==> config.mk <==
export PLATFORM = sky130hd
export DESIGN_NAME = oven_sequencer_flat
export DESIGN_NICKNAME = d
export VERILOG_FILES = /design/src/rtl/oven_sequencer_if.sv /design/src/rtl/oven_sequencer.sv /design/src/flat_wrapper.sv
export SDC_FILE = /design/constraint.sdc
export NUM_CORES = 1
export LEC_CHECK = 0
export CORE_MARGIN = 2
export CORE_UTILIZATION = 60
export DETAILED_ROUTE_END_ITERATION = 10
export GPL_ROUTABILITY_DRIVEN = 1
export GPL_TIMING_DRIVEN = 0
export PLACE_DENSITY = 0.85
export REMOVE_ABC_BUFFERS = 1
export SLEW_MARGIN = 15
export SYNTH_ARGS = -nofsm -noshare
export SYNTH_HDL_FRONTEND = slang
export SYNTH_SLANG_ARGS = --single-unit
==> constraint.sdc <==
create_clock -name clk -period 7.8 [get_ports clk]
set_input_delay 1.56 -clock clk [delete_from_list [all_inputs] [get_ports clk]]
set_output_delay 1.56 -clock clk [all_outputs]
set_load 0.02 [all_outputs]
==> src/rtl/oven_sequencer_if.sv <==
// Signal bundle between the oven sequencer and the board/temperature model.
// The master side is the sequencer itself.
interface oven_sequencer_if;
    logic        pwr;
    logic        key_inc;
    logic        key_dec;
    logic [5:0]  step_sel;
    logic [9:0]  cur_temp;
    logic [9:0]  target_temp;
    logic [12:0] remaining_time;
    logic        heat_en;
    logic [2:0]  state;
    logic        done;

    modport master (
        input  pwr, key_inc, key_dec, step_sel, cur_temp,
        output target_temp, remaining_time, heat_en, state, done
    );

    modport slave (
        output pwr, key_inc, key_dec, step_sel, cur_temp,
        input  target_temp, remaining_time, heat_en, state, done
    );
endinterface

==> src/rtl/oven_sequencer.sv <==
// Oven master controller: set-point entry from two keys, preheat gating and
// a 1 s bake countdown. Every output comes straight from a register.
module oven_sequencer #(
    parameter int TICK_DIV     = 50000000,
    parameter int DEFAULT_TEMP = 300,
    parameter int MAX_TEMP     = 500,
    parameter int MIN_TEMP     = 65,
    parameter int MAX_TIME     = 1800,
    parameter int PREHEAT_TOL  = 5
) (
    input  logic               clk,
    input  logic               rst,
    oven_sequencer_if.master   bus
);

    typedef enum logic [2:0] {
        OFF      = 3'd0,
        SET_TEMP = 3'd1,
        SET_TIME = 3'd2,
        PREHEAT  = 3'd3,
        BAKE     = 3'd4,
        DONE     = 3'd5
    } state_t;

    localparam int CNT_W = (TICK_DIV > 1) ? $clog2(TICK_DIV) : 1;
    localparam logic [CNT_W-1:0] TICK_LAST = CNT_W'(TICK_DIV - 1);

    state_t            state_q, state_d;
    logic [9:0]        target_q, target_d;
    logic [12:0]       time_q, time_d;
    logic              heat_q, heat_d;
    logic              done_q, done_d;
    logic              key_inc_q, key_dec_q;
    logic              lockout_q, lockout_d;
    logic [CNT_W-1:0]  tick_cnt_q, tick_cnt_d;

    logic              inc_p, dec_p, confirm, tick, preheat_ok;
    logic signed [13:0] temp_step, time_step;
    logic signed [13:0] temp_sum, time_sum;
    logic [9:0]        temp_sat;
    logic [12:0]       time_sat;

    // A key falling while the other is still held is a confirm, never a step.
    assign inc_p   = key_inc_q & ~bus.key_inc & bus.key_dec & ~lockout_q;
    assign dec_p   = key_dec_q & ~bus.key_dec & bus.key_inc & ~lockout_q;
    assign confirm = ~bus.key_inc & ~bus.key_dec & ~lockout_q;
    assign tick    = (state_q == BAKE) && (tick_cnt_q == TICK_LAST);
    assign preheat_ok = ({1'b0, bus.cur_temp} + 11'(PREHEAT_TOL)) >= {1'b0, target_q};

    always_comb begin
        temp_step = '0;
        time_step = '0;
        casez (bus.step_sel)
            6'b?00001: begin temp_step = 14'sd5;   time_step = 14'sd5;   end
            6'b?00010: begin temp_step = 14'sd10;  time_step = 14'sd10;  end
            6'b?00100: begin temp_step = 14'sd25;  time_step = 14'sd30;  end
            6'b?01000: begin temp_step = 14'sd50;  time_step = 14'sd60;  end
            6'b?10000: begin temp_step = 14'sd100; time_step = 14'sd300; end
            default:   begin temp_step = '0;       time_step = '0;       end
        endcase
    end

    always_comb begin
        temp_sum = $signed({4'b0, target_q});
        time_sum = $signed({1'b0, time_q});
        if (inc_p) begin
            temp_sum = temp_sum + temp_step;
            time_sum = time_sum + time_step;
        end else if (dec_p) begin
            temp_sum = temp_sum - temp_step;
            time_sum = time_sum - time_step;
        end

        if (temp_sum > MAX_TEMP)
            temp_sat = 10'(MAX_TEMP);
        else if (temp_sum < MIN_TEMP)
            temp_sat = 10'(MIN_TEMP);
        else
            temp_sat = temp_sum[9:0];

        if (time_sum > MAX_TIME)
            time_sat = 13'(MAX_TIME);
        else if (time_sum < 0)
            time_sat = '0;
        else
            time_sat = time_sum[12:0];
    end

    // Next-state and next-output logic; power-off overrides everything.
    always_comb begin
        state_d    = state_q;
        target_d   = target_q;
        time_d     = time_q;
        heat_d     = 1'b0;
        done_d     = 1'b0;
        tick_cnt_d = '0;
        lockout_d  = lockout_q;

        if (confirm)
            lockout_d = 1'b1;
        else if (bus.key_inc && bus.key_dec)
            lockout_d = 1'b0;

        if (!bus.pwr) begin
            state_d  = OFF;
            target_d = 10'(DEFAULT_TEMP);
            time_d   = '0;
        end else begin
            case (state_q)
                OFF: state_d = SET_TEMP;
                SET_TEMP: begin
                    if (confirm)
                        state_d = SET_TIME;
                    else if (inc_p || dec_p)
                        target_d = temp_sat;
                end
                SET_TIME: begin
                    if (confirm) begin
                        if (time_q != '0)
                            state_d = PREHEAT;
                    end else if (inc_p || dec_p) begin
                        time_d = time_sat;
                    end
                end
                PREHEAT: begin
                    if (confirm) begin
                        state_d = SET_TEMP;
                    end else begin
                        heat_d = bus.cur_temp < target_q;
                        if (preheat_ok)
                            state_d = BAKE;
                    end
                end
                BAKE: begin
                    if (confirm) begin
                        state_d = SET_TEMP;
                    end else begin
                        heat_d = bus.cur_temp < target_q;
                        if (!tick) begin
                            tick_cnt_d = tick_cnt_q + 1'b1;
                        end else if (time_q <= 13'd1) begin
                            time_d  = '0;
                            state_d = DONE;
                            heat_d  = 1'b0;
                            done_d  = 1'b1;
                        end else begin
                            time_d = time_q - 1'b1;
                        end
                    end
                end
                DONE: begin
                    time_d = '0;
                    if (confirm)
                        state_d = SET_TEMP;
                    else
                        done_d = 1'b1;
                end
                default: state_d = OFF;
            endcase
        end
    end

    always_ff @(posedge clk) begin
        if (rst) begin
            state_q    <= OFF;
            target_q   <= 10'(DEFAULT_TEMP);
            time_q     <= '0;
            heat_q     <= 1'b0;
            done_q     <= 1'b0;
            key_inc_q  <= 1'b1;
            key_dec_q  <= 1'b1;
            lockout_q  <= 1'b0;
            tick_cnt_q <= '0;
        end else begin
            state_q    <= state_d;
            target_q   <= target_d;
            time_q     <= time_d;
            heat_q     <= heat_d;
            done_q     <= done_d;
            key_inc_q  <= bus.key_inc;
            key_dec_q  <= bus.key_dec;
            lockout_q  <= lockout_d;
            tick_cnt_q <= tick_cnt_d;
        end
    end

    assign bus.target_temp    = target_q;
    assign bus.remaining_time = time_q;
    assign bus.heat_en        = heat_q;
    assign bus.state          = state_q;
    assign bus.done           = done_q;

endmodule

==> src/flat_wrapper.sv <==
// flat-port wrapper written by rule: the top's interface ports become plain ports
module oven_sequencer_flat 
#(
    parameter int TICK_DIV     = 50000000,
    parameter int DEFAULT_TEMP = 300,
    parameter int MAX_TEMP     = 500,
    parameter int MIN_TEMP     = 65,
    parameter int MAX_TIME     = 1800,
    parameter int PREHEAT_TOL  = 5
)
  (clk, rst, bus_pwr, bus_key_inc, bus_key_dec, bus_step_sel, bus_cur_temp, bus_target_temp, bus_remaining_time, bus_heat_en, bus_state, bus_done);
  oven_sequencer_if bus_i ();
  input  logic clk;
  input  logic rst;
  input wire logic [$bits(bus_i.pwr)-1:0] bus_pwr;
  input wire logic [$bits(bus_i.key_inc)-1:0] bus_key_inc;
  input wire logic [$bits(bus_i.key_dec)-1:0] bus_key_dec;
  input wire logic [$bits(bus_i.step_sel)-1:0] bus_step_sel;
  input wire logic [$bits(bus_i.cur_temp)-1:0] bus_cur_temp;
  output wire logic [$bits(bus_i.target_temp)-1:0] bus_target_temp;
  output wire logic [$bits(bus_i.remaining_time)-1:0] bus_remaining_time;
  output wire logic [$bits(bus_i.heat_en)-1:0] bus_heat_en;
  output wire logic [$bits(bus_i.state)-1:0] bus_state;
  output wire logic [$bits(bus_i.done)-1:0] bus_done;
  assign bus_i.pwr = bus_pwr;
  assign bus_i.key_inc = bus_key_inc;
  assign bus_i.key_dec = bus_key_dec;
  assign bus_i.step_sel = bus_step_sel;
  assign bus_i.cur_temp = bus_cur_temp;
  assign bus_target_temp = bus_i.target_temp;
  assign bus_remaining_time = bus_i.remaining_time;
  assign bus_heat_en = bus_i.heat_en;
  assign bus_state = bus_i.state;
  assign bus_done = bus_i.done;
  oven_sequencer #(.TICK_DIV(TICK_DIV), .DEFAULT_TEMP(DEFAULT_TEMP), .MAX_TEMP(MAX_TEMP), .MIN_TEMP(MIN_TEMP), .MAX_TIME(MAX_TIME), .PREHEAT_TOL(PREHEAT_TOL)) u_core (.clk(clk), .rst(rst), .bus(bus_i));
endmodule
Word level (Yosys, flattened, before mapping):

Index checks and enable logic that the tools add are counted.

* add/sub/neg operators: 7
* magnitude comparators: 7
* equal/unequal tests: 22
* muxes and demuxes: 38
* bitwise logic cells: 14
* reduce and logical (&&, ||, !) cells: 12

Operators by type and width (number)
* 13-bit 2-to-1 mux: 7
* 14-bit 2-to-1 mux: 4
* 9-bit one-hot mux with 5 select lines: 1
* 13-bit one-hot mux with 3 select lines: 1
* 7-bit one-hot mux with 5 select lines: 1
* 3-bit 2-to-1 mux: 9
* 26-bit by 1-bit adder with 26-bit output (second input constant): 1
* 26-bit equality test (second input constant): 1
* 10-bit 2-to-1 mux: 2
* 3-bit one-hot mux with 6 select lines: 1
* 13-bit by 9-bit adder with 14-bit output: 1
* 14-bit by 10-bit > comparator with 1-bit output (second input constant): 1
* 14-bit by 12-bit > comparator with 1-bit output (second input constant): 1
* 14-bit by 1-bit < comparator with 1-bit output (second input constant): 1
* 14-bit by 8-bit < comparator with 1-bit output (second input constant): 1
* 13-bit by 9-bit subtractor with 14-bit output: 1
* 13-bit by 1-bit less-or-equal comparator with 1-bit output (second input constant): 1
* 13-bit nonzero test: 1
* 13-bit by 1-bit subtractor with 13-bit output (second input constant): 1
* 2-bit by 1-bit inequality test with 1-bit output (second input constant): 6
* 10-bit by 3-bit adder with 11-bit output (second input constant): 1
* 10-bit by 7-bit adder with 11-bit output: 1
* 11-bit by 10-bit greater-or-equal comparator with 1-bit output: 1
* 10-bit by 7-bit subtractor with 11-bit output: 1
* other kinds (26): 53

* flip-flop bits (word level): 57
* bits of input ports: 21
* output and inout bits: 28
* logic and storage cells: 109

Longest topological paths before layout:

* word-level depth: 12
* depth in mapped cells: 16
* gate-level depth less buffers: 15

Least setup slack after synthesis:

No wires, ideal clock.

* kind: input to register
* start: in bus_step_sel[3]
* end: reg u_core.time_q[5], in the netlist u_core.bus.remaining_time[5]
* library setup time: 59 ps
* arrival: 4805 ps
* data required time: 7741 ps
* slack: 2937 ps
* stages on the path: 16
* path buffers: 2
* cell sequence: clkbuf_1 or3_1 nor3b_1 nor2_1 inv_1 nor2_1 ha_1 buf_2 nor3_1 o21a_1 or2_1 o2111a_1 or3_1 a211oi_2 and3b_1 o221a_2

* longest elaborated chain between the ends: 11
* elaborated cells between the ends (all ways): 17
* classes of those cells: add/sub: 2; order compare: 2; eq/ne: 5; mux: 8

Ends and longest elaborated chain
* from (decl): RTL line flat_wrapper.sv:18 `input wire logic [$bits(bus_i.step_sel)-1:0] bus_step_sel;`
* 5-bit equality test, or another cell as far along: RTL line oven_sequencer.sv:53 `casez (bus.step_sel)`
* 9-bit one-hot mux with 5 select lines (*): RTL line oven_sequencer.sv:53
* 13-bit by 9-bit subtractor with 14-bit output: RTL line oven_sequencer.sv:71 `time_sum = time_sum - time_step;`
* 14-bit 2-to-1 mux: RTL line oven_sequencer.sv:69 `end else if (dec_p) begin`
* 14-bit 2-to-1 mux (*): RTL line oven_sequencer.sv:66 `if (inc_p) begin`
* 14-bit by 1-bit < comparator with 1-bit output: RTL line oven_sequencer.sv:83 `else if (time_sum < 0)`
* 13-bit 2-to-1 mux: RTL line oven_sequencer.sv:83
* 13-bit 2-to-1 mux (*): RTL line oven_sequencer.sv:81 `if (time_sum > MAX_TIME)`
* 13-bit 2-to-1 mux (*): RTL line oven_sequencer.sv:121 `end else if (inc_p || dec_p) begin`
* 13-bit 2-to-1 mux (*): RTL line oven_sequencer.sv:118 `if (confirm) begin`
* 13-bit one-hot mux with 3 select lines (*): RTL line oven_sequencer.sv:109 `case (state_q)`
* to (signal assigned): RTL line oven_sequencer.sv:177 `time_q <= time_d;`
* to (decl): RTL line oven_sequencer.sv:30 `logic [12:0] time_q, time_d;`

Every way passes the cells marked *; elsewhere a longest branch is shown, timed or not. The select of a mux whose other input is x is not followed.
A chain may end at the register's enable or synchronous reset.

Final worst setup path:

* start: in bus_step_sel[3]
* end: reg u_core.time_q[0], in the netlist u_core.bus.remaining_time[0]

The elaborated chain is that of the path after synthesis.

==> flow_summary.toml <==
[drt]
wire_per_inst_um = 17.7
vias_per_cell = 6.72
routed_wl_um = 14900
antenna_left = 0
drc_errors = 0
firstDrtPassIters = 5
vias = 5662
drtIter0Drc = 492

[sta]
setup_viol = 0
fin_ws_ns = 1.75
finalMaxSlewViolations = 0
worst_slew_pin_slew_ns = 0.987
period_share_pct = 77.5
relSlewSlack_pct = 33.8
rsz0062_at_grt = "no"
fmax_mhz = 165
setup_tns_ns = 0
hold_violations = 0
period_needed_ns = 6.05
skew_ns = 0.0125

[setup_path]
path_delay_family = "simple AND/OR/NAND/NOR gates"
critPathMaxStageDelay_ns = 0.65
cpMostUsedCell = "nor2_1"
regToRegStartpoint = "u_core.bus.remaining_time[2]"
end_kind = "register"
crit_chain = "clkdlybuf4s50_1, or3_1, nor3b_1, nor2_1, inv_1, nor2_1, ha_1, nand2b_1, a221oi_1, o2111ai_1, xnor2_1, a211oi_1, nand4b_1, o21ai_0, a31oi_1"
crit_buf_inv = 2
critPathMaxFanout = 11
startpoint = "bus_step_sel[3]"
crit_path_top_delay_cell = "a221oi_1"
crit_type = "in2reg"
cp.arrival_ns = 6.23
startpoint_type = "input pin"
r2r_slack_ns = 4.17
required_ns = 7.98

[finish]
most-common-layout-cells = "69 x nor2_1, 57 x dfxtp_1, 52 x ha_1"
area_delta_synth_final_pct = 12.1
fin_area_um2 = 6130
fill_cells = 715
diodes = 0
final_common_cell = "nor2_1"
layout-drive-gt1-share_pct = 5.17
final_nets = 807
final_cells = 843

[yosys]
synthArstFlopShare_pct = 0
syn_avg_cell_area_um2 = 7.81
synth_compound_area_share_pct = 25.4
synthMuxAreaShare_pct = 0
yosys_most_used_dff = "dfxtp_1"
yosysTopAreaCellShare_pct = 20.9
synth_top_family_by_area = "simple AND/OR/NAND/NOR gates"
synth-simple-area-share_pct = 27.5
ys_seq_elements = 57
syn_inst = 700
synth_largest_area_cell = "dfxtp_1"
synth_area_um2 = 5460
synth.distinct_cells = 77
synth_edf_count = 0
synth_fa_ha_area_share_pct = 13.4
yosys_warnings = 0
ys_seq_area_share_pct = 20.9
synth_area_leaders = "dfxtp_1 21%, ha_1 12%, nor2_1 4.7%"
yosys.area_share.xor_xnor_pct = 7.21

[clock_tree]
cts.path.max_buffers = 2
cts_sinks = 57
cts_tree = "done"
path_clk_slew_ns = 0.07
clk_latency_ns = 0.34
cts_max_level = 3
post_cts_buffers = 0
cts_root_buf = "clkbuf_8"
cts.hold.buffers_added = 0
cts_made_buffers = 9
ctsResizeCount = 0

[placed_design]
placed_area_um2 = 5930
place_ws_ns = 1.49
dp_hpwl_um = 11100
gp_congestion = 0.886
portBuffers = 47
dp_cells = 827

[global_routing]
grt_antenna_before_repair = 0
overflow = 0
track_usage_pct = 30.4
grt_max_degree = 27
grt_pass1_vias = 5367
grt_pass1_wl_um = 24900

[run_status]
status = "finished, final reports clean"

[floorplan]
start_util_pct = 62.4
fp.dieW_um = 99.4
core_area_um2 = 8760
io-pin-count = 49
dieArea_um2 = 9890
die_h_um = 99.4
core.rowCount = 34

[pwr]
power.leakage_nw = 2.40
vdd_drop_max_v = 0.000107
pwr_density_cell_nw_per_um2 = 117

[job]
maxCapViolCount = 0

[min_path]
worstHoldStart = "u_core.tick_cnt_q[0]"
hold_path.class = "reg2reg"
[logic make-up (layout without fill, tap and decap cells)]
family,count (synthesis),in the layout
AOI/OAI and AO/OA,192,192
and+or+nand+nor,277,277
DFF,57,57
xor gates and xnor gates,45,45
buffers and inverters,73,108
adders and majority gates,56,56
[cell type report]
cell class / count / area (µm²) / area share, %
multi-input combinational: 570 / 4020 / 65.5
inverter: 45 / 169 / 2.76
sequential: 57 / 1140 / 18.6
timing repair buffer: 47 / 470 / 7.68
clock buffer: 9 / 124 / 2.02
clock inverter: 7 / 71.3 / 1.16
tap: 108 / 135 / 2.21
[through the flow]
| step | hold WS, ns | utilization [%] | power, mW |
|---|---|---|---|
| after detailed placement | 0.466 | 67.7 | 0.438 |
| after floorplan | 0.442 | - | 0.395 |
| after global placement | 0.463 | 67.7 | 0.434 |
| final | 0.487 | 69.9 | 0.717 |
| after global routing | 0.512 | 69.9 | 0.742 |
| after CTS | 0.485 | 69.9 | 0.714 |
[report_power, final]
group	internal [mW]	total (mW)	switching, mW
Clock	0.147	0.281	0.133
Sequential	0.293	0.297	0.00379
Combinational	0.0573	0.139	0.0820
[sequential cells by signal (all words and copies together) (netlist names)]
signal / flops
u_core.key_dec_q: 1
u_core.bus.heat_en: 1
u_core.bus.done: 1
u_core.tick_cnt_q: 26
u_core.key_inc_q: 1
u_core.bus.state: 3
u_core.lockout_q: 1
u_core.bus.target_temp: 10
u_core.bus.remaining_time: 13
[final timing paths]
kind	endpoint	cells past startpoint
setup / recovery	u_core.bus.remaining_time[0]	15
setup reg to reg	u_core.bus.remaining_time[0]	9
hold reg to reg	u_core.tick_cnt_q[0]	1
hold / removal	u_core.tick_cnt_q[0]	1
[routing by layer]
layer  global-route usage [%]  wire length (µm)  vias up
li1                         -                 -     2662
met3                     4.85              1120       44
met4                     11.5               412        0
met2                     51.5              7060      282
met5                        0                 0        -
met1                     39.1              6310     2674
[Yosys cell counts, drive strengths merged (4+ instances only)]
library cell  count
inv              45
nor4             10
and4              6
and3             10
o21a             11
nand3b            5
and2              8
clkbuf           13
nor2b            13
nor3             19
or3              13
a221o             5
o21ai            35
or4               4
a21o              7
buf              15
nand2            44
nor3b             5
a22oi             6
ha               52
or2               9
fa                4
nor2             70
a21oi            31
xnor2            23
dfxtp            57
nand2b           12
o31ai             6
a221oi            9
o211ai            9
nand3            29
a211oi           14
o2111ai           7
xor2             22
a31oi             7
o221ai            6
nand4            10
No activity file was read; power rests on OpenSTA's default activity.
